`config.mk`:
```
export PLATFORM = sky130hd
export DESIGN_NAME = sensor_ar_multi
export DESIGN_NICKNAME = d
export VERILOG_FILES = /design/src/rtl/sensor_ar_multi.sv
export SDC_FILE = /design/constraint.sdc
export NUM_CORES = 1
export LEC_CHECK = 0
export ABC_AREA = 0
export CAP_MARGIN = 10
export CORE_UTILIZATION = 25
export CTS_BUF_LIST = sky130_fd_sc_hd__clkbuf_2 sky130_fd_sc_hd__clkbuf_4 sky130_fd_sc_hd__clkbuf_8
export DETAILED_ROUTE_END_ITERATION = 6
export PLACE_DENSITY_LB_ADDON = 0.05
export SYNTH_ARGS = -nofsm -noshare
export SYNTH_HDL_FRONTEND = slang
export SYNTH_SLANG_ARGS = --single-unit
```
`constraint.sdc`:
```
create_clock -name clk -period 3.3 [get_ports clk]
set_clock_uncertainty 0.2 [all_clocks]
set_input_delay 0.495 -clock clk [delete_from_list [all_inputs] [get_ports clk]]
set_output_delay 0.495 -clock clk [all_outputs]
set_load 0.02 [all_outputs]
```
`src/rtl/sensor_ar_multi.sv`:
```
// sensor_ar_multi: multi-channel synchronising debouncer for sensor/button inputs with
// symmetric press/release filtering, optional sample tick and press/release/long-hold pulses.
module sensor_ar_multi #(
    parameter int N_CH        = 4,
    parameter int COUNT_BOT   = 50000,
    parameter int SYNC_STAGES = 2,
    parameter bit IDLE_LEVEL  = 1'b1,
    parameter int HOLD_COUNT  = 0
) (
    input  logic            clk,
    input  logic            reset,
    input  logic            tick,
    input  logic [N_CH-1:0] sensor_in,
    output logic [N_CH-1:0] sensor_out,
    output logic [N_CH-1:0] press_pulse,
    output logic [N_CH-1:0] release_pulse,
    output logic [N_CH-1:0] hold_flag,
    output logic [N_CH-1:0] hold_pulse
);
    localparam int CW  = $clog2(COUNT_BOT + 1);
    localparam int CW1 = CW + 1;
    localparam int HW  = HOLD_COUNT > 0 ? $clog2(HOLD_COUNT + 1) : 1;
    localparam logic [CW1-1:0] CB = CW1'(COUNT_BOT);
    localparam logic [HW-1:0]  HC = HW'(HOLD_COUNT);
    localparam bit HOLD_EN = HOLD_COUNT > 0;

    typedef enum logic [1:0] {REST, ARM, ACTIVE, DISARM} state_t;

    for (genvar g = 0; g < N_CH; g++) begin : g_ch
        logic [SYNC_STAGES-1:0] r_sync;
        state_t                 r_state;
        logic [CW-1:0]          r_cnt;
        logic [HW-1:0]          r_hcnt;
        logic                   r_out, r_press, r_release, r_hflag, r_hpulse;
        logic                   w_idle, w_done;
        logic [CW1-1:0]         w_next;
        logic [HW-1:0]          w_hnext;

        assign w_idle  = r_sync[SYNC_STAGES-1] == IDLE_LEVEL;
        assign w_next  = {1'b0, r_cnt} + CW1'(tick);
        assign w_done  = w_next >= CB;
        // hold counter saturates at HOLD_COUNT so it can never wrap
        assign w_hnext = (tick && r_hcnt != HC) ? r_hcnt + HW'(1) : r_hcnt;

        assign sensor_out[g]    = r_out;
        assign press_pulse[g]   = r_press;
        assign release_pulse[g] = r_release;
        assign hold_flag[g]     = r_hflag;
        assign hold_pulse[g]    = r_hpulse;

        always_ff @(posedge clk or posedge reset) begin
            if (reset) begin
                r_sync    <= {SYNC_STAGES{IDLE_LEVEL}};
                r_state   <= REST;
                r_cnt     <= '0;
                r_hcnt    <= '0;
                r_out     <= IDLE_LEVEL;
                r_press   <= 1'b0;
                r_release <= 1'b0;
                r_hflag   <= 1'b0;
                r_hpulse  <= 1'b0;
            end else begin
                r_sync    <= {r_sync[SYNC_STAGES-2:0], sensor_in[g]};
                r_press   <= 1'b0;
                r_release <= 1'b0;
                r_hpulse  <= 1'b0;
                case (r_state)
                    REST: begin
                        if (!w_idle) begin
                            r_state <= ARM;
                            r_cnt   <= CW'(tick);
                        end
                    end
                    ARM: begin
                        if (w_idle) begin
                            r_state <= REST;
                            r_cnt   <= '0;
                        end else if (w_done) begin
                            r_state <= ACTIVE;
                            r_cnt   <= '0;
                            r_out   <= ~IDLE_LEVEL;
                            r_press <= 1'b1;
                        end else begin
                            r_cnt <= w_next[CW-1:0];
                        end
                    end
                    ACTIVE: begin
                        if (HOLD_EN) begin
                            r_hcnt <= w_hnext;
                            if (w_hnext == HC && r_hcnt != HC) begin
                                r_hflag  <= 1'b1;
                                r_hpulse <= 1'b1;
                            end
                        end
                        if (w_idle) begin
                            r_state <= DISARM;
                            r_cnt   <= CW'(tick);
                        end
                    end
                    DISARM: begin
                        if (!w_idle) begin
                            r_state <= ACTIVE;
                            r_cnt   <= '0;
                        end else if (w_done) begin
                            r_state   <= REST;
                            r_cnt     <= '0;
                            r_out     <= IDLE_LEVEL;
                            r_release <= 1'b1;
                            r_hflag   <= 1'b0;
                            r_hcnt    <= '0;
                        end else begin
                            r_cnt <= w_next[CW-1:0];
                        end
                    end
                    default: r_state <= REST;
                endcase
            end
        end
    end
endmodule
```
==> metrics list <==
* Data required time at the worst endpoint: 3.38 ns
* Wire length per cell after detailed routing: 14.26 um
- Initial core utilization: 25.46%
- Post-CTS Repair Setup Buffers: 0
* Sequential element share of the synthesized area: 41.70%
- Clock transition at the register clock pins on the worst setup and hold paths after CTS: 0.09 ns
- TritonCTS clock tree: built
* Total via count in the routed design: 4913
- In this run the mean area of a mapped cell was 8.483 um2.
- The congestion estimate from routability-driven global placement came to 0.7948.
* Pin slew with the least headroom to its limit: 0.7627 ns
- 0 antenna diodes ended up in the layout.
- Mapped Area: 5557 um2
- The number of antenna violations at the first check in global routing was 0.
- Dividing total power by cell area gives a power density of 381.4 nW/um2.
* Upper clock frequency limit: 0.3207 GHz
- Number of nets with antenna violations after detailed routing: 0
- The layer flagged by global routing as most heavily used is met2.
* Remaining DRCs: 0
- RSZ-0062 raised after global routing: false
* Largest net degree at the start of global routing: 49
- Average vias per placed instance: 4.884
* Post-route core utilization: 30.41%
* CP endpoint kind: register
- Combined global-route utilization of all metal layers: 13.14%
- Setup violators final: 0
- Summing all multi-input logic gate instances after layout gives 2904 um2.
* Outcome: finished clean
- Final period util: 94.48%
- Die span in x: 151.1 um
- Synthesis inferred 92 register bits.
* Overflow left after global routing: 0
* Kind of start point of the critical path: register
- Leakage power: 2.830 nW
- # nets final: 736
- Top Ports: 27
- The setup path with the least slack is of type reg2reg.
- Max-slew violations: 0
- Class of the tightest hold or removal check: reg2reg
- The core region is 21820 um2.
- Along the worst path, the maximum fanout reaches 13.
* Final Hold Viols: 0
- Slew margin rel.: 48.97%
- The die covers 22830 um2.
- Detailed placement finished with a half-perimeter wire length of 10.18 mm.
- For this design, the sink count on the clock tree is 92.
* Fill cell count: 2284
- For this block, the routed nets add up to 14.34 mm of wire.
* Total number of placement rows: 54
- Syn-to-layout area delta: 19.43%
* Min Clock Period, post-route: 3.118 ns
- Number of port buffers: 18
- For this run, global-route usage on met1 was measured as 17.39%.
- In the global route stage, met2 resource usage came out at 21.72%.
- The worst-case IR drop observed on VDD is 0.0001655 V.
- The netlist uses 66 different library cells.
* H-Tree Level Count: 3
* WHS: 0.1592 ns
* Data arrival, critical path: 3.20 ns
- Count of routing violations after the opening detailed-route iteration: 185
- Number of cells produced by synthesis: 655
* Maxcap violations: 0
* Master cell of the clock root buffer: sky130_fd_sc_hd__clkbuf_8
- Number of buffers added by the clock tree synthesis step: 9
- Among all flip-flop cells after synthesis, the most frequent one is sky130_fd_sc_hd__dfrtp_1.
- For met3 alone, demand over resource in global routing was 2.319%.
- After clock tree synthesis, the flow added hold-fix buffers numbering 0.
* Number of enable-type register cells in the synthesized netlist: 0
- Worst-Skew Late Latency: 0.37 ns
* Total area of sequential cells: 2317 um2
- Via count of the first global-routing pass: 4568
* Ratio of cells with drive above 1 in the final layout: 17.91%
- In the synthesized netlist the async set-or-reset flop fraction comes to 100.0%.
- Die height: 151.1 um
- Number of buffers on the longest clock path: 2
- Drt pass-1 iters: 4
- During synthesis, Yosys emitted a total of 0 warnings.
* Wire length of the first global-routing pass: 23.54 mm
## power breakdown
group | switching, mW | internal, mW
logic | 0.329 | 0.201
registers | 0.0570 | 1.19
clock network | 0.417 | 0.340
total | 0.803 | 1.73
## cell usage after synthesis (3+ instances only)
| cell | number | share of area (%) |
|---|---|---|
| sky130_fd_sc_hd__a21o_1 | 16 | 2.2 |
| sky130_fd_sc_hd__a21oi_1 | 36 | 3.2 |
| sky130_fd_sc_hd__a22o_1 | 4 | 0.63 |
| sky130_fd_sc_hd__a31o_2 | 5 | 0.79 |
| sky130_fd_sc_hd__a31oi_1 | 6 | 0.68 |
| sky130_fd_sc_hd__and2_1 | 6 | 0.68 |
| sky130_fd_sc_hd__and3_1 | 14 | 1.6 |
| sky130_fd_sc_hd__and4_1 | 6 | 0.95 |
| sky130_fd_sc_hd__buf_2 | 9 | 0.81 |
| sky130_fd_sc_hd__buf_4 | 20 | 2.7 |
| sky130_fd_sc_hd__clkbuf_1 | 19 | 1.3 |
| sky130_fd_sc_hd__clkbuf_2 | 3 | 0.27 |
| sky130_fd_sc_hd__dfrtp_1 | 80 | 36 |
| sky130_fd_sc_hd__dfstp_2 | 12 | 5.7 |
| sky130_fd_sc_hd__ha_1 | 8 | 1.8 |
| sky130_fd_sc_hd__inv_1 | 18 | 1.2 |
| sky130_fd_sc_hd__mux2i_1 | 9 | 1.6 |
| sky130_fd_sc_hd__nand2_1 | 90 | 6.1 |
| sky130_fd_sc_hd__nand2b_1 | 3 | 0.34 |
| sky130_fd_sc_hd__nand3_1 | 61 | 5.5 |
| sky130_fd_sc_hd__nand3b_1 | 3 | 0.41 |
| sky130_fd_sc_hd__nand4_1 | 10 | 1.1 |
| sky130_fd_sc_hd__nor2_1 | 36 | 2.4 |
| sky130_fd_sc_hd__nor2b_1 | 3 | 0.34 |
| sky130_fd_sc_hd__nor3_1 | 26 | 2.3 |
| sky130_fd_sc_hd__nor3b_1 | 9 | 1.2 |
| sky130_fd_sc_hd__nor4_1 | 7 | 0.79 |
| sky130_fd_sc_hd__o21a_1 | 3 | 0.41 |
| sky130_fd_sc_hd__o21ai_0 | 36 | 3.2 |
| sky130_fd_sc_hd__o22ai_1 | 10 | 1.1 |
| sky130_fd_sc_hd__o311ai_0 | 8 | 1.3 |
| sky130_fd_sc_hd__o31ai_1 | 7 | 0.95 |
| sky130_fd_sc_hd__or2_2 | 7 | 0.79 |
| sky130_fd_sc_hd__or3_1 | 15 | 1.7 |
| sky130_fd_sc_hd__xnor2_1 | 11 | 1.7 |
## kinds of logic (layout without fill, tap and decap cells)
| logic type | after synthesis | in the layout | synth area share [%] |
|---|---|---|---|
| xor gates and xnor gates | 13 | 13 | 2.049 |
| muxes | 10 | 10 | 1.824 |
| DFF | 92 | 92 | 41.70 |
| AOI/OAI and AO/OA | 158 | 158 | 18.82 |
| adders and majority gates | 8 | 8 | 1.801 |
| other | 1 | 8 | 0.06749 |
| and+or+nand+nor | 302 | 302 | 27.18 |
| buffers and inverters | 71 | 135 | 6.552 |
## critical path: stages, from the launching register on
cell and delay, ns:
sky130_fd_sc_hd__dfrtp_1 0.39, sky130_fd_sc_hd__ha_1 0.20, sky130_fd_sc_hd__ha_1 0.24, sky130_fd_sc_hd__and3_1 0.24, sky130_fd_sc_hd__a41oi_1 0.21, sky130_fd_sc_hd__a21oi_1 0.06, sky130_fd_sc_hd__o311a_1 0.35, sky130_fd_sc_hd__o32a_1 0.38
sky130_fd_sc_hd__or2_4 0.33, sky130_fd_sc_hd__or3_1 0.35, sky130_fd_sc_hd__o21ai_0 0.08
## final timing paths
check	from	end	slack [ns]	cells after the start
max	g_ch[1].r_cnt[0]$_DFFE_PP0P_	g_ch[1].r_cnt[5]$_DFFE_PP0P_	0.18	10
max reg2reg	g_ch[1].r_cnt[0]$_DFFE_PP0P_	g_ch[1].r_cnt[5]$_DFFE_PP0P_	0.18	10
min reg2reg	g_ch[2].r_sync[0]$_DFF_PP1_	g_ch[2].r_sync[1]$_DFF_PP1_	0.16	0
max in group asynchronous	reset	g_ch[0].r_out$_DFFE_PP1P_	1.84	3
min in group asynchronous	reset	g_ch[3].r_press$_DFF_PP0_	0.37	2
min	g_ch[2].r_sync[0]$_DFF_PP1_	g_ch[2].r_sync[1]$_DFF_PP1_	0.16	0
## stage by stage
stage / cells / power (mW) / worst slack (ns) / setup TNS (ns) / cell area [um2]
2_1_floorplan: 662 / 1.594 / 0.1334 / 0 / 5583
3_3_place_gp: 990 / 1.799 / -0.6444 / -34.57 / 6455
3_5_place_dp: 990 / 1.807 / -0.7031 / -37.15 / 6455
4_1_cts: 1006 / 2.606 / 0.07812 / 0 / 6640
5_1_grt: 1006 / 2.706 / 0.001587 / 0 / 6636
6_report: 1006 / 2.531 / 0.1821 / 0 / 6636
## registers in the layout, summed over array words and instances (netlist names), named ones only
signal          count
g_ch.r_cnt         64
g_ch.r_out          4
g_ch.r_press        4
g_ch.r_release      4
g_ch.r_state        4
g_ch.r_sync         8
## cell type report
class | instances | share of cell area, %
Sequential cell | 92 | 34.92
Clock buffer | 14 | 2.621
Multi-Input combinational cell | 499 | 43.76
Tap cell | 280 | 5.279
Inverter | 18 | 1.056
Clock inverter | 2 | 0.1508
Timing Repair Buffer | 101 | 12.22
## placed cells by master, fill, tap and decap left out, types with 12 or more instances in the layout
master	n
sky130_fd_sc_hd__inv_1	17
sky130_fd_sc_hd__dfstp_2	12
sky130_fd_sc_hd__or3_1	15
sky130_fd_sc_hd__a21oi_1	36
sky130_fd_sc_hd__dfrtp_1	80
sky130_fd_sc_hd__a21o_1	16
sky130_fd_sc_hd__and3_1	14
sky130_fd_sc_hd__nor3_1	26
sky130_fd_sc_hd__buf_4	82
sky130_fd_sc_hd__clkdlybuf4s50_1	17
sky130_fd_sc_hd__nor2_1	36
sky130_fd_sc_hd__o21ai_0	35
sky130_fd_sc_hd__nand2_1	90
sky130_fd_sc_hd__nand3_1	61
## routing by layer
layer / vias to the layer above / part of all wire, %
met5: - / 0
met4: 0 / 1.1
met3: 10 / 1.8
met2: 40 / 47
met1: 2363 / 50
li1: 2500 / -
## what timing repair did
| action | 4_1_cts | 5_1_grt |
|---|---|---|
| resized for setup | 3 | 2 |
| endpoints found under the setup margin | 52 | 22 |
| endpoints found under the hold margin | 0 | 0 |
| cloned | 0 | 0 |
Power figures use the tool's default switching activity.
